--- config.mk ---
export PLATFORM = sky130hd
export DESIGN_NAME = move_scan_ctrl
export DESIGN_NICKNAME = d
export VERILOG_FILES = /design/src/rtl/board_pkg.sv /design/src/rtl/scan_addr_gen.sv /design/src/rtl/move_scan_ctrl.sv
export SDC_FILE = /design/constraint.sdc
export NUM_CORES = 1
export LEC_CHECK = 0
export CAP_MARGIN = 20
export CORE_MARGIN = 10
export CORE_UTILIZATION = 35
export DETAILED_ROUTE_END_ITERATION = 7
export GPL_TIMING_DRIVEN = 0
export PLACE_DENSITY_LB_ADDON = 0.12
export SETUP_SLACK_MARGIN = 0.4
export SLEW_MARGIN = 0
export SYNTH_ARGS = -nofsm -noshare
export SYNTH_HDL_FRONTEND = slang
export SYNTH_SLANG_ARGS = --single-unit
--- constraint.sdc ---
create_clock -name clk -period 7.6 [get_ports clk]
set_clock_uncertainty 0.05 [all_clocks]
set_input_delay 1.14 -clock clk [delete_from_list [all_inputs] [get_ports clk]]
set_output_delay 1.14 -clock clk [all_outputs]
set_load 0.02 [all_outputs]
--- src/rtl/board_pkg.sv ---
// board_pkg: shared board geometry, stone codes, direction indices and scan FSM states.
package board_pkg;
  localparam int BRD_SIZE   = 19;
  localparam int WIN_LEN    = 6;
  localparam int SCAN_DEPTH = WIN_LEN - 1;
  localparam logic [1:0] EMPTY = 2'd0;
  localparam logic [1:0] P1    = 2'd1;
  localparam logic [1:0] P2    = 2'd2;
  typedef enum logic [1:0] {DIR_V, DIR_H, DIR_NE, DIR_NW} dir_e;
  typedef enum logic [2:0] {IDLE, WRITE, ISSUE, CHECK, DONE} state_e;
  typedef enum logic {POS, NEG} phase_e;
  function automatic logic in_rng(input logic signed [5:0] v);
    return !v[5] && v[4:0] < 5'(BRD_SIZE);
  endfunction
endpackage

--- src/rtl/scan_addr_gen.sv ---
// scan_addr_gen: four directional probe addresses at offset k; off-board probes fall back to (x,y).
module scan_addr_gen
  import board_pkg::*;
(
  input  logic [4:0]       x,
  input  logic [4:0]       y,
  input  logic [2:0]       k,
  input  phase_e           phase,
  output logic [3:0][4:0]  ax,
  output logic [3:0][4:0]  ay,
  output logic [3:0]       inb
);
  logic signed [5:0] sx, sy, dk;
  logic signed [5:0] tx [4];
  logic signed [5:0] ty [4];
  always_comb begin
    sx = $signed({1'b0, x});
    sy = $signed({1'b0, y});
    dk = phase == NEG ? -$signed({3'b0, k}) : $signed({3'b0, k});
    tx[DIR_V]  = sx;
    ty[DIR_V]  = sy + dk;
    tx[DIR_H]  = sx + dk;
    ty[DIR_H]  = sy;
    tx[DIR_NE] = sx + dk;
    ty[DIR_NE] = sy - dk;
    tx[DIR_NW] = sx - dk;
    ty[DIR_NW] = sy - dk;
    for (int i = 0; i < 4; i++) begin
      inb[i] = in_rng(tx[i]) && in_rng(ty[i]);
      ax[i]  = inb[i] ? tx[i][4:0] : x;
      ay[i]  = inb[i] ? ty[i][4:0] : y;
    end
  end
endmodule

--- src/rtl/move_scan_ctrl.sv ---
// move_scan_ctrl: writes one move into the board memory, then scans the four lines through it
// on a fixed schedule and reports whether the move completes a connect-6 line.
module move_scan_ctrl
  import board_pkg::*;
(
  input  logic       clk,
  input  logic       reset,
  input  logic       start,
  input  logic [4:0] x_in,
  input  logic [4:0] y_in,
  input  logic [1:0] player,
  output logic       mem_read,
  output logic       mem_write,
  output logic [4:0] mem_x,
  output logic [4:0] mem_y,
  output logic [1:0] mem_data,
  output logic [4:0] v_x,
  output logic [4:0] v_y,
  output logic [4:0] h_x,
  output logic [4:0] h_y,
  output logic [4:0] ne_x,
  output logic [4:0] ne_y,
  output logic [4:0] nw_x,
  output logic [4:0] nw_y,
  input  logic [1:0] v_d,
  input  logic [1:0] h_d,
  input  logic [1:0] ne_d,
  input  logic [1:0] nw_d,
  output logic       busy,
  output logic       done,
  output logic       err,
  output logic       win,
  output logic [1:0] win_dir,
  output logic [3:0] max_len
);
  state_e          state, nxt;
  phase_e          phase;
  logic [4:0]      xq, yq;
  logic [1:0]      pq;
  logic [2:0]      k;
  logic [3:0]      alive, inb, hit;
  logic [3:0][2:0] pos_run, neg_run;
  logic [3:0][4:0] ax, ay;
  logic [3:0][1:0] d;
  logic            bad, accept, last, res_ok, rd, any;
  logic [3:0]      tot, best;
  logic [1:0]      wdir;

  assign d      = {nw_d, ne_d, h_d, v_d};
  assign bad    = x_in >= 5'(BRD_SIZE) || y_in >= 5'(BRD_SIZE) || player == EMPTY;
  assign accept = state == IDLE && start && !bad;
  assign last   = k == 3'(SCAN_DEPTH);

  scan_addr_gen u_gen (.x(xq), .y(yq), .k(k), .phase(phase), .ax(ax), .ay(ay), .inb(inb));

  always_ff @(posedge clk or posedge reset)
    if (reset) state <= IDLE;
    else       state <= nxt;

  always_comb begin
    nxt = state;
    case (state)
      IDLE:    nxt = accept ? WRITE : IDLE;
      WRITE:   nxt = ISSUE;
      ISSUE:   nxt = CHECK;
      CHECK:   nxt = last && phase == NEG ? DONE : ISSUE;
      default: nxt = IDLE;
    endcase
  end

  always_comb
    for (int i = 0; i < 4; i++) hit[i] = alive[i] && inb[i] && d[i] == pq;

  always_ff @(posedge clk or posedge reset)
    if (reset) begin
      err     <= 1'b0;
      xq      <= '0;
      yq      <= '0;
      pq      <= '0;
      k       <= '0;
      phase   <= POS;
      alive   <= '0;
      pos_run <= '0;
      neg_run <= '0;
      res_ok  <= 1'b0;
    end else begin
      err <= state == IDLE && start && bad;
      if (accept) begin
        xq      <= x_in;
        yq      <= y_in;
        pq      <= player;
        pos_run <= '0;
        neg_run <= '0;
        res_ok  <= 1'b0;
      end
      if (state == WRITE) begin
        k     <= 3'd1;
        phase <= POS;
        alive <= '1;
      end
      if (state == CHECK) begin
        for (int i = 0; i < 4; i++) begin
          if (hit[i] && phase == POS) pos_run[i] <= pos_run[i] + 3'd1;
          if (hit[i] && phase == NEG) neg_run[i] <= neg_run[i] + 3'd1;
        end
        alive <= last ? 4'hf : hit;
        k     <= last ? 3'd1 : k + 3'd1;
        if (last) phase <= NEG;
        if (last && phase == NEG) res_ok <= 1'b1;
      end
    end

  // Lowest winning direction wins the tie, so scan from the top index down.
  always_comb begin
    tot  = '0;
    best = '0;
    any  = 1'b0;
    wdir = '0;
    for (int i = 3; i >= 0; i--) begin
      tot = 4'd1 + {1'b0, pos_run[i]} + {1'b0, neg_run[i]};
      if (tot > best) best = tot;
      if (tot >= 4'(WIN_LEN)) begin
        any  = 1'b1;
        wdir = 2'(i);
      end
    end
  end

  always_comb begin
    rd        = state == ISSUE || state == CHECK;
    busy      = state != IDLE;
    done      = state == DONE;
    mem_write = state == WRITE;
    mem_read  = state == ISSUE;
    mem_x     = mem_write ? xq : '0;
    mem_y     = mem_write ? yq : '0;
    mem_data  = mem_write ? pq : '0;
    v_x       = rd ? ax[DIR_V]  : '0;
    v_y       = rd ? ay[DIR_V]  : '0;
    h_x       = rd ? ax[DIR_H]  : '0;
    h_y       = rd ? ay[DIR_H]  : '0;
    ne_x      = rd ? ax[DIR_NE] : '0;
    ne_y      = rd ? ay[DIR_NE] : '0;
    nw_x      = rd ? ax[DIR_NW] : '0;
    nw_y      = rd ? ay[DIR_NW] : '0;
    win       = res_ok && any;
    win_dir   = res_ok ? wdir : '0;
    max_len   = res_ok ? best : '0;
  end
endmodule

==> key figures, run 1 <==
Timing
  • Final hold slack: 0.461 ns
  • Final min period: 6.94 ns
  • Setup TNS: 0 ns
  • Achievable clock frequency: 0.144 GHz
  • Worst slew margin: 32.9%
  • Final setup viols: 0
  • RSZ-0062 raised after global routing: no
  • Fin crit share: 91.3%
  • Fin. Hold Viols: 0
  • Slew Viols, Final: 0
  • Measured slew at the worst slew-check pin: 0.996 ns

Place
  • Buffers added on ports: 86
  • Post-DP HPWL: 12400 um
  • Cells after DPL: 858
  • GP Congestion: 0.815

Clocking
  • CTS sink count: 49
  • CTS buffer count: 5
  • Root Buffer: clkbuf_16
  • Clock latency on the worst-skew pair: 0.29 ns
  • Clk buf depth: 2
  • Hold Buf Count CTS: 0
  • Reg clk slew, reported paths: 0.07 ns
  • CTS tree: built
  • Clock H-tree levels: 2

GRT
  • Total global routing track utilization: 15.8%
  • Met2 GRT Util: 26.4%
  • Largest net degree at the start of global routing: 27
  • Global-route wire length before repair: 25300 um
  • Grt met3 use: 3.87%
  • Initial antenna violation count: 0
  • Grt met1 use: 20.4%
  • Vias in the first global route: 4610
  • Layer with the highest usage: met2
  • GRT Residual Overflow: 0

Synthesis
  • FF+latch count, synth: 49
  • YS warnings: 0
  • Avg Cell Area, Syn: 8.30 um^2
  • Ys flop type: dfrtp_1
  • Async S/R FF share, synth: 100%
  • Synth area leaders: dfrtp_1 (25%), ha_1 (15%), mux2i_1 (6.9%)
  • Mapped cell area: 4910 um^2
  • Commonest cells post-synth: nor2_1 (60), nand2_1 (59), ha_1 (57), inv_1 (51), dfrtp_1 (49)
  • Share of the synthesized area in the top cell type: 25.0%
  • Syn nets: 679
  • Distinct cell type count after synthesis: 64
  • Number of flops mapped to enable cells by yosys: 0
  • Post-synth top area cell: dfrtp_1
  • Top-count cell post-synth: nor2_1
  • Cells after Synth: 591
  • Sequential area share after synthesis: 25.0%

Worst setup path
  • Worst path buffer plus inverter count: 3
  • CP Max Fanout: 8
  • Critical path data arrival time: 5.75 ns
  • WS Path Type: register to output pin
  • Crit path launch type: register
  • Crit-path slowest cell: fa_1
  • CP required: 6.41 ns
  • Worst setup EP type: output pin
  • Max stage delay on crit path: 0.49 ns
  • Cell family with most CP delay: compound AO/OA/AOI/OAI gates

Drt
  • Routed via count: 4532
  • Final antenna-violating net count: 0
  • Initial detailed-routing violation count: 293
  • Vias per cell: 5.17
  • Final wirelength: 15700 um
  • Detailed Routing Iterations Pass 1: 5
  • Wire per inst: 17.9 um
  • DRC violations left: 0

Cells and area
  • Layout area overhead: 27.4%
  • Share of cells above drive strength 1: 7.60%
  • Filler instances: 1341
  • Antenna Cells: 0
  • Final cell count without fillers: 877
  • Post-layout util: 45.2%
  • # nets final: 784

Floorplan
  • Core Rows: 43
  • Total die area: 19200 um^2
  • Core ar.: 13800 um^2
  • Die H: 138 um
  • Die width: 138 um
  • # IOs: 87
  • Initial Utilization: 35.5%

Min path
  • Hold Path Class: register to register

Job
  • Max cap viols: 0

Outcome
  • Status: finished clean
## cell families after synthesis
group                      synth area share [%]
and+or+nand+nor                            21.2
muxes                                      7.62
DFF                                        25.0
buffers and inverters                      7.04
adders and majority gates                  17.8
AOI/OAI and AO/OA                          17.1
xor gates and xnor gates                   4.26
## what timing repair did
| item | 4_1_cts | 5_1_grt |
|---|---|---|
| buffers inserted | 1 | 10 |
| pin swaps | 0 | 3 |
| endpoints found under the setup margin | 4 | 4 |
| gates resized for setup | 9 | 8 |
## sequential cells by signal, indices dropped and copies added (netlist names)
name and flops:
k 3, alive 4, neg_run 12, yq 5, phase 1, res_ok 1
state 3, err 1, pq 2, xq 5, pos_run 12
## final cells by class
| class | instances | area (um^2) | area share, % |
|---|---|---|---|
| clock buffer | 6 | 129 | 2.06 |
| sequential | 49 | 1230 | 19.6 |
| buffer | 28 | 154 | 2.46 |
| inverter | 51 | 191 | 3.06 |
| clock inverter | 2 | 13.8 | 0.220 |
| tap | 180 | 225 | 3.60 |
| multi-input combinational | 463 | 3360 | 53.8 |
| timing repair buffer | 98 | 948 | 15.2 |
## path summary, 6_finish.rpt
kind                            start           to  slack (ns)  depth (start not counted)
hold / removal             neg_run[0]   neg_run[0]        0.46                          1
setup reg to reg                phase   neg_run[2]        3.19                         12
min in group asynchronous       reset        yq[4]        1.17                          2
hold reg to reg            neg_run[0]   neg_run[0]        0.46                          1
setup / recovery           neg_run[9]   max_len[3]        0.66                         25
max in group asynchronous       reset  neg_run[11]        5.79                          3
## layer usage
metal  wire (um)  part of all wire (%)  vias to the layer above
li1            -                     -                     2248
met1        7220                    46                     2142
met2        7350                    47                      127
met3         966                   6.1                       15
met4         197                   1.3                        0
met5           0                     0                        -
## metrics by stage
step / area, um^2 / setup WS (ns)
floorplan: 4910 / 1.22
global placement: 5990 / 0.449
detailed placement: 6010 / 0.230
CTS: 6180 / 0.581
global route: 6250 / 0.383
finish: 6250 / 0.662
## cell usage in the layout (no fill, tap or decap), drive strengths merged, types with 10 or more instances in the layout
| cell | netlist | layout |
|---|---|---|
| nand2 | 59 | 59 |
| nand3 | 17 | 17 |
| o21ai | 33 | 33 |
| clkdlybuf4s50 | 0 | 82 |
| inv | 51 | 52 |
| dfrtp | 49 | 49 |
| buf | 12 | 24 |
| a21oi | 31 | 31 |
| a21o | 10 | 10 |
| and2 | 16 | 16 |
| nor2 | 60 | 60 |
| xnor2 | 15 | 15 |
| nor2b | 13 | 13 |
| mux2i | 34 | 34 |
| clkbuf | 16 | 25 |
| ha | 57 | 57 |
| nor3 | 10 | 10 |
Power of run 1 is not shown: default switching activity piles up to over one toggle a cycle in this logic, so the estimate is an artifact.
==> run 2: changes to the inputs <==
--- a/config.mk
+++ b/config.mk
@@ -6,13 +6,15 @@
 export NUM_CORES = 1
 export LEC_CHECK = 0
 export CAP_MARGIN = 20
+export CORE_ASPECT_RATIO = 0.5
 export CORE_MARGIN = 10
 export CORE_UTILIZATION = 35
 export DETAILED_ROUTE_END_ITERATION = 7
 export GPL_TIMING_DRIVEN = 0
 export PLACE_DENSITY_LB_ADDON = 0.12
 export SETUP_SLACK_MARGIN = 0.4
-export SLEW_MARGIN = 0
+export SLEW_MARGIN = 30
 export SYNTH_ARGS = -nofsm -noshare
 export SYNTH_HDL_FRONTEND = slang
+export SYNTH_HIERARCHICAL = 1
 export SYNTH_SLANG_ARGS = --single-unit
==> key figures, run 2 <==
Min path
  • Hold Path Class: register to register
  • Hold Startpoint: alive[2]

Worst setup path
  • Max stage delay on crit path: 0.65 ns (+0.16 ns)
  • Internal reg-to-reg setup slack: 3.11 ns (-0.08 ns)
  • Most frequent CP cell: ha_1
  • Crit path launch type: register
  • Reg2reg end: pos_run[2]
  • CP startpoint: pos_run[6]
  • Reg2Reg Depth: 16 (+4)
  • Critical path endpoint: max_len[1]
  • Worst setup EP type: output pin
  • WS Path Type: register to output pin
  • Crit-path slowest cell: clkdlybuf4s50_1
  • Crit-path cells: inv_1, ha_1, inv_1, fa_1, xor2_1, ha_1, and4_1, a21oi_1, mux2_2, inv_1, ha_1, nand2_1, o22a_1, and2_1, mux2_2, ha_1, a21oi_1, a21o_1, nand3_1, o221ai_1, clkdlybuf4s50_1
  • CP Max Fanout: 7 (-1)
  • R2R Path Start: k[0]
  • CP required: 6.41 ns (about the same)
  • Critical path data arrival time: 5.74 ns (about the same)

GRT
  • Largest net degree at the start of global routing: 46 (+70%)
  • Initial antenna violation count: 0 (unchanged)
  • Global-route wire length before repair: 23800 um (-5.8%)
  • GRT Residual Overflow: 0 (unchanged)
  • Vias in the first global route: 4584 (-0.56%)
  • Layer with the highest usage: met2
  • Met2 GRT Util: 25.9% (-0.55 points)
  • Grt met3 use: 1.82% (-2.0 points)
  • Grt met1 use: 17.8% (-2.6 points)
  • Total global routing track utilization: 14.3% (-1.5 points)

Floorplan
  • Core Rows: 30 (-30%)
  • Die width: 190 um (+37%)
  • # IOs: 87 (unchanged)
  • Die H: 105 um (-24%)
  • Total die area: 19900 um^2 (+4.0%)
  • Core ar.: 13900 um^2 (+0.17%)
  • Initial Utilization: 36.5% (+0.99 points)

Timing
  • Fin crit share: 91.1% (-0.16 points)
  • RSZ-0062 raised after global routing: yes
  • Setup TNS: 0 ns (unchanged)
  • Slew Viols, Final: 0 (unchanged)
  • Measured slew at the worst slew-check pin: 0.797 ns (-0.199 ns)
  • Final min period: 6.93 ns (-0.0123 ns)
  • Worst slew margin: 46.3% (+13 points)
  • Fin. Hold Viols: 0 (unchanged)
  • Achievable clock frequency: 0.144 GHz (+0.18%)
  • Final setup viols: 0 (unchanged)

Drt
  • Routed via count: 4426 (-2.3%)
  • Detailed Routing Iterations Pass 1: 7 (+2)
  • Vias per cell: 5.00 (-3.3%)
  • Final antenna-violating net count: 0 (unchanged)
  • Initial detailed-routing violation count: 175 (-40%)
  • Wire per inst: 16.4 um (-8.6%)
  • DRC violations left: 0 (unchanged)
  • Final wirelength: 14500 um (-7.6%)

Clocking
  • Clock latency on the worst-skew pair: 0.28 ns (about the same)
  • Clk buf depth: 2 (unchanged)
  • Clock H-tree levels: 2 (unchanged)
  • CTS buffer count: 5 (unchanged)
  • CTS sink count: 49 (unchanged)
  • CTS tree: built
  • Root Buffer: clkbuf_16
  • Reg clk slew, reported paths: 0.07 ns (about the same)

Synthesis
  • Share of the synthesized area in the top cell type: 24.3% (-0.72 points)
  • Synth area leaders: dfrtp_1 (24%), ha_1 (14%), nand2_1 (5.6%)
  • Post-synth top area cell: dfrtp_1
  • Sequential area share after synthesis: 24.3% (-0.72 points)
  • YS warnings: 6 (+6)
  • Async S/R FF share, synth: 100% (unchanged)
  • Distinct cell type count after synthesis: 61 (-4.7%)
  • FF+latch count, synth: 49 (unchanged)
  • Ys flop type: dfrtp_1
  • Cells after Synth: 599 (+1.4%)
  • Top-count cell post-synth: nand2_1
  • Syn nets: 685 (+0.88%)
  • Mapped cell area: 5050 um^2 (+3.0%)
  • Commonest cells post-synth: nand2_1 (75), ha_1 (55), dfrtp_1 (49), inv_1 (49)
  • Avg Cell Area, Syn: 8.43 um^2 (+1.6%)
  • Number of flops mapped to enable cells by yosys: 0 (unchanged)

Outcome
  • Status: finished clean

Cells and area
  • # nets final: 779 (-0.64%)
  • Most frequent cells in the layout: clkdlybuf4s50_1 (86), nand2_1 (75), ha_1 (55), dfrtp_1 (49), inv_1 (48)
  • Filler instances: 1378 (+2.8%)
  • Share of cells above drive strength 1: 8.65% (+1.0 points)
  • Most common cell after layout, fill and taps aside: clkdlybuf4s50_1
  • Antenna Cells: 0 (unchanged)
  • Largest regs: neg_run x12, pos_run x12
  • Layout area overhead: 26.0%

Place
  • GP Congestion: 0.855 (+4.9%)
  • Post-DP HPWL: 11600 um (-6.2%)
  • Buffers added on ports: 86 (unchanged)

Job
  • Max cap viols: 0 (unchanged)
[run 2: area by class of cell]
| type | instances | area [um^2] | share of cell area, % |
|---|---|---|---|
| repair buffers | 87 | 888 | 14.0 |
| well taps | 192 | 240 | 3.77 |
| plain buffers | 31 | 190 | 2.99 |
| clock buffers | 7 | 143 | 2.24 |
| inverters | 49 | 186 | 2.93 |
| clock inverters | 1 | 30.0 | 0.472 |
| multi-input cells | 470 | 3460 | 54.4 |
| flip-flops and latches | 49 | 1230 | 19.3 |
[run 2: worst max-delay path: cells and delay by family, from the launching register on]
family                     cells  cell delay (ns)
buffers and inverters          4             0.83
muxes                          2             0.77
DFF                            1             0.42
xor gates and xnor gates       1             0.29
adders and majority gates      5             1.35
and+or+nand+nor                4             0.69
AOI/OAI and AO/OA              5             1.11
[run 2: timing repair]
| action | CTS | global route |
|---|---|---|
| resized for setup | 0 | 3 |
| endpoints found under the setup margin | 0 | 4 |
| buffers inserted | 0 | 0 |
| hold buffers | 0 | 0 |
[run 2: how the worst min path moves through the flow]
stage	endpoint	slack [ns]	cells after the start
final	alive[2]	0.46	1
after global routing	alive[3]	0.47	1
after CTS	alive[3]	0.47	1
after detailed placement	alive[3]	0.45	1
after global placement	alive[0]	0.44	1
after floorplan	alive[0]	0.43	1
[run 2: logic make-up (layout without fill, tap and decap cells)]
family / after synthesis / after routing / synth area share [%]
buffers and inverters: 80 / 175 / 7.40
xor gates and xnor gates: 35 / 35 / 6.07
adders and majority gates: 63 / 63 / 16.8
and+or+nand+nor: 246 / 246 / 25.1
muxes: 35 / 35 / 7.23
AOI/OAI and AO/OA: 91 / 91 / 13.1
DFF: 49 / 49 / 24.3
[run 2: metrics by stage]
| step | setup slack (ns) | hold slack, ns | cell area [um^2] | utilization (%) | cells |
|---|---|---|---|---|---|
| 5_1_grt | 0.318 | 0.474 | 6370 | 46.0 | 886 |
| 6_report | 0.674 | 0.463 | 6370 | 46.0 | 886 |
| 3_5_place_dp | 0.904 | 0.453 | 6180 | 44.6 | 878 |
| 4_1_cts | 0.575 | 0.468 | 6360 | 45.9 | 886 |
| 3_3_place_gp | 0.947 | 0.443 | 6150 | 44.4 | 877 |
| 2_1_floorplan | 1.88 | 0.432 | 5050 | - | 599 |
[run 2: layer usage]
metal | part of all wire [%] | vias to the layer above
met5 | 0 | -
met3 | 3.4 | 4
met2 | 50 | 64
met1 | 46 | 2109
met4 | 0.62 | 0
li1 | - | 2249
Power of run 2 is left out for the same reason.
